$ cat src/rtl/tia_object_position_counter.sv
// Horizontal position counter for TIA players/missiles: counts object clocks per
// scanline and decodes NUSIZ into main/close/medium/far copy start strobes.
module tia_object_position_counter #(
  parameter int WIDTH       = 8,
  parameter int LINE_LEN    = 160,
  parameter int START_WIDTH = 4,
  parameter int CLOSE_OFS   = 16,
  parameter int MED_OFS     = 32,
  parameter int FAR_OFS     = 64
) (
  input  logic             motck,
  input  logic             pre,
  input  logic             pec_bar,
  input  logic             hm_stb,
  input  logic [2:0]       nusiz,
  output logic [WIDTH-1:0] count,
  output logic             start_bar,
  output logic             fstob,
  output logic [1:0]       copy_idx,
  output logic [1:0]       scale
);

  if (START_WIDTH <= 0 || START_WIDTH > CLOSE_OFS ||
      MED_OFS - CLOSE_OFS < START_WIDTH || FAR_OFS - MED_OFS < START_WIDTH ||
      FAR_OFS + START_WIDTH > LINE_LEN || $clog2(LINE_LEN) > WIDTH) begin : g_bad_params
    $error("tia_object_position_counter: illegal window/line parameters");
  end

  localparam logic [WIDTH-1:0] LAST     = WIDTH'(LINE_LEN - 1);
  localparam logic [WIDTH-1:0] MAIN_HI  = WIDTH'(START_WIDTH - 1);
  localparam logic [WIDTH-1:0] CLOSE_LO = WIDTH'(CLOSE_OFS);
  localparam logic [WIDTH-1:0] CLOSE_HI = WIDTH'(CLOSE_OFS + START_WIDTH - 1);
  localparam logic [WIDTH-1:0] MED_LO   = WIDTH'(MED_OFS);
  localparam logic [WIDTH-1:0] MED_HI   = WIDTH'(MED_OFS + START_WIDTH - 1);
  localparam logic [WIDTH-1:0] FAR_LO   = WIDTH'(FAR_OFS);
  localparam logic [WIDTH-1:0] FAR_HI   = WIDTH'(FAR_OFS + START_WIDTH - 1);

  // Extra-copy enables as {far, medium, close}; the main copy is always present.
  function automatic logic [2:0] copy_enables(input logic [2:0] nz);
    logic [2:0] en;
    case (nz)
      3'b001:  en = 3'b001;
      3'b010:  en = 3'b010;
      3'b011:  en = 3'b011;
      3'b100:  en = 3'b100;
      3'b110:  en = 3'b110;
      default: en = 3'b000;
    endcase
    return en;
  endfunction

  function automatic logic [1:0] scale_of(input logic [2:0] nz);
    logic [1:0] s;
    case (nz)
      3'b101:  s = 2'd1;
      3'b111:  s = 2'd2;
      default: s = 2'd0;
    endcase
    return s;
  endfunction

  // Returns {start_bar, fstob, copy_idx} for a given count and copy selection.
  function automatic logic [3:0] window_decode(input logic [WIDTH-1:0] c,
                                               input logic [2:0] nz);
    logic [2:0] en;
    logic [3:0] dec;
    en = copy_enables(nz);
    if (c <= MAIN_HI)                                 dec = 4'b0100;
    else if (en[0] && c >= CLOSE_LO && c <= CLOSE_HI) dec = 4'b0001;
    else if (en[1] && c >= MED_LO && c <= MED_HI)     dec = 4'b0010;
    else if (en[2] && c >= FAR_LO && c <= FAR_HI)     dec = 4'b0011;
    else                                              dec = 4'b1000;
    return dec;
  endfunction

  logic [WIDTH-1:0] count_nx;
  logic [3:0]       dec_nx;

  // Next-count / decode stage; strobes decode the value being loaded so they
  // line up with count on the same cycle.
  always_comb begin
    count_nx = count;
    if (!pec_bar || hm_stb)
      count_nx = (count == LAST) ? '0 : count + 1'b1;
    dec_nx = window_decode(count_nx, nusiz);
  end

  // Register stage.
  always_ff @(posedge motck) begin
    if (pre) begin
      count     <= '0;
      start_bar <= 1'b0;
      fstob     <= 1'b1;
      copy_idx  <= 2'd0;
    end else begin
      count                          <= count_nx;
      {start_bar, fstob, copy_idx}   <= dec_nx;
    end
    scale <= scale_of(nusiz);
  end

endmodule

$ cat config.mk
export PLATFORM = sky130hd
export DESIGN_NAME = tia_object_position_counter
export DESIGN_NICKNAME = d
export VERILOG_FILES = /design/src/rtl/tia_object_position_counter.sv
export SDC_FILE = /design/constraint.sdc
export NUM_CORES = 1
export LEC_CHECK = 0
export BUFFER_PORTS_ARGS = -buffer_cell sky130_fd_sc_hd__buf_2
export CORE_MARGIN = 2
export CORE_UTILIZATION = 50
export CTS_CLUSTER_SIZE = 25
export DETAILED_ROUTE_END_ITERATION = 8
export PLACE_DENSITY = 0.82
export SYNTH_ARGS = -nofsm -noshare
export SYNTH_HDL_FRONTEND = slang
export SYNTH_SLANG_ARGS = --single-unit
$ cat constraint.sdc
create_clock -name motck -period 2.2 [get_ports motck]
set_input_delay 0.33 -clock motck [delete_from_list [all_inputs] [get_ports motck]]
set_output_delay 0.33 -clock motck [all_outputs]
set_load 0.1 [all_outputs]
==> flow_summary.json <==
{
  "pin_count": 21,
  "postCtsSetupBuffers": 0,
  "min_to": "scale[1]",
  "grt_use_total_pct": 22.5,
  "placement.cell_area_um2": 945,
  "yosys.area_share.adder_pct": 1.53,
  "cts_made_buffers": 3,
  "outcome": "completed",
  "grt_pass1_wl_mm": 3.26,
  "ctsHtreeMaxLevel": 1,
  "multi_input_comb_area_um2": 503,
  "finalSetupViolCount": 0,
  "tritoncts": "done",
  "cp.required_ps": 2400,
  "fin_tns_setup_ps": 0,
  "cts_root_buffer": "clkbuf_4",
  "maxSlewViolCount": 0,
  "p_leak_uw": 0.000425,
  "cts_buffer_depth": 2,
  "crit_path_max_incr_delay_ps": 400,
  "hpwlAfterDp_mm": 1.38,
  "hold_start": "nusiz[1]",
  "vias_per_cell": 6.25,
  "nets": 124,
  "die_h_um": 44.4,
  "reg2regPathDepth": 6,
  "hold_buffers": 0,
  "overflow": 0,
  "core-area_um2": 1520,
  "postSynthAreaPerCell_um2": 8.68,
  "drtPass1Iterations": 4,
  "criticalPathCategory": "flop to flop",
  "routed_wl_mm": 1.95,
  "grt_max_degree": 12,
  "synth_xor_area_share_pct": 5.37,
  "drc": 0,
  "seq_area_um2": 295,
  "rr_startpoint": "count[0]",
  "period_minus_slack_ps": 2040,
  "dieArea_um2": 1970,
  "synth_cells": 94,
  "ff2ff_setup_slack_ps": 160,
  "final_antenna_net_count": 0,
  "arrival_ps": 2240,
  "path_cells": "ha_2, inv_2, or3_4, xor2_1, or3_1, a2111oi_2",
  "synth_area_um2": 816,
  "antenna_found_initial": 0,
  "cp_max_fo": 10,
  "fill_cells": 142,
  "routedWlPerCell_um": 14.9,
  "maxSlewHeadroom_pct": 65.1,
  "clk_latency_ps": 290,
  "grt_pass1_vias": 749,
  "ys_types": 43,
  "synth_compound_area_share_pct": 24.7,
  "gp_congestion": 0.924,
  "numPortBuffers": 20,
  "hold_class": "input port to flop",
  "rsz0062_at_grt": "false",
  "drt_iter0_markers": 28,
  "endpoint_kind": "flop",
  "synthToLayoutAreaGrowth_pct": 20.2,
  "ctsResizeCount": 0,
  "synth_top_family_by_area": "simple AND/OR/NAND/NOR gates",
  "r2r_end": "copy_idx[0]",
  "synth-simple-area-share_pct": 27.1,
  "crit_slowest_cell": "or3_4",
  "clkSlewWorstSetupHoldPaths_ps": 90,
  "rows": 14,
  "post-route-period-util_pct": 92.7,
  "stdcell_area_um2": 981,
  "holdPathStages": 2,
  "ys_warn_count": 0,
  "hold_viol": 0,
  "muxShareOfSynthArea_pct": 2.61,
  "dieWidth_um": 44.4,
  "ys_seq_area_share_pct": 34.4,
  "critPathLaunchType": "flop",
  "ir_drop_mv": 0.335,
  "postSynthRegisterBits": 14,
  "syn-num-nets": 102,
  "n_antenna_cell": 0,
  "via_count": 819,
  "layout-drive-gt1-share_pct": 35.7,
  "power.density_nw_per_um2": 600,
  "cts_sinks": 14,
  "timing.fmax_ghz": 0.490,
  "cap_violations": 0,
  "start_util_pct": 53.5,
  "tightestPinTransition_ps": 522,
  "finClkSkew_ps": 3.23
}
==> metal layers <==
metal	track usage (%)	wire, um	vias up
met5	0	0	-
met4	10.9	41	0
met3	4.49	115	5
met2	36.2	937	35
met1	28.7	858	380
li1	-	-	399
==> Yosys cell counts, drive strengths merged <==
cell type	n	area share, %
nand2b	3	2.3
inv	5	2.3
a21o	1	0.92
nor4	3	3.1
nand3	5	3.1
or3b	1	1.1
and3	3	2.3
a21oi	3	1.8
nand2	4	2.1
nor2	4	1.8
nor3	2	1.2
a211oi	2	1.8
o31ai	2	1.8
a2111oi	3	4.1
or2	1	0.77
clkbuf	2	0.92
o211a	1	1.2
and2	3	2.3
o2111a	1	1.4
o21ai	5	3.1
nand4	1	0.77
xor2	3	3.2
xnor2	2	2.1
nor2b	3	2.3
buf	2	1.1
o311ai	2	2.1
or3	3	2.9
mux2	1	1.4
ha	1	1.5
a41oi	1	1.1
dfxtp	14	34
mux2i	1	1.2
o32ai	3	3.2
a22oi	1	0.92
o41ai	1	1.1
and4	1	1.1
==> worst max-delay path, delay by kind of cell (launching register included) <==
family	cells	cell delay, ps
AOI/OAI and AO/OA	1	280
and+or+nand+nor	2	780
adders and majority gates	1	220
buffers and inverters	1	90
DFF	1	380
xor gates and xnor gates	1	190
==> registers in the layout, indices dropped and copies added (netlist names) <==
signal / flops
count: 8
fstob: 1
copy_idx: 2
start_bar: 1
scale: 2
==> worst max-delay path by stage <==
stage	startpoint	to	slack [ps]	cells after the start
3_3_place_gp	count[0]	copy_idx[0]	240	6
4_1_cts	count[0]	copy_idx[0]	160	6
6_report	count[0]	copy_idx[0]	160	6
3_5_place_dp	count[0]	copy_idx[0]	180	6
5_1_grt	count[2]	copy_idx[1]	50	5
2_1_floorplan	count[1]	copy_idx[0]	2	6
==> through the flow <==
stage          total power [uW]  hold slack (ps)  setup slack [ps]  cells  utilization [%]
2_1_floorplan               376              476              2.32     94                -
3_3_place_gp                399              477               238    127             62.0
3_5_place_dp                401              482               180    127             62.0
4_1_cts                     591              294               160    131             64.4
5_1_grt                     614              308              46.3    131             64.4
6_report                    588              299               160    131             64.4
==> cell families after synthesis <==
group                    after synthesis
AO/OA/AOI/OAI                         26
XOR/XNOR                               5
adder cells (fa/ha/maj)                1
buffers and inverters                  9
flip-flops                            14
multiplexers                           2
AND/OR/NAND/NOR                       37
==> power breakdown <==
part / internal [uW] / switching [uW] / total (uW)
registers: 263 / 8.22 / 271
logic: 27.9 / 96.7 / 125
clock network: 101 / 91.6 / 193
total: 392 / 197 / 588
==> cell usage in the layout, fill, tap and decap left out, types with 2 or more instances in the layout <==
cell type / netlist / routed
dfxtp_1: 14 / 6
a21oi_1: 3 / 3
o31ai_1: 2 / 2
inv_1: 4 / 4
nand2b_1: 3 / 3
nand3_1: 5 / 5
xor2_1: 3 / 3
and3_1: 3 / 3
o311ai_0: 2 / 2
xnor2_1: 2 / 2
nor3_1: 2 / 2
o21ai_0: 5 / 5
nand2_1: 3 / 3
buf_2: 1 / 20
dfxtp_4: 0 / 2
nor4_1: 2 / 2
clkbuf_4: 0 / 3
a211oi_1: 2 / 2
nor2_1: 4 / 4
and2_1: 3 / 3
or3_1: 2 / 2
o32ai_1: 3 / 3
dfxtp_2: 0 / 6
nor2b_1: 3 / 3
==> area by class of cell <==
type / instances / area share, %
Inverter: 5 / 1.91
Tap cell: 16 / 2.04
Sequential cell: 14 / 30.1
Timing Repair Buffer: 21 / 11.0
Multi-Input combinational cell: 71 / 51.3
Clock buffer: 4 / 3.70
No activity file was read; power rests on OpenSTA's default activity.
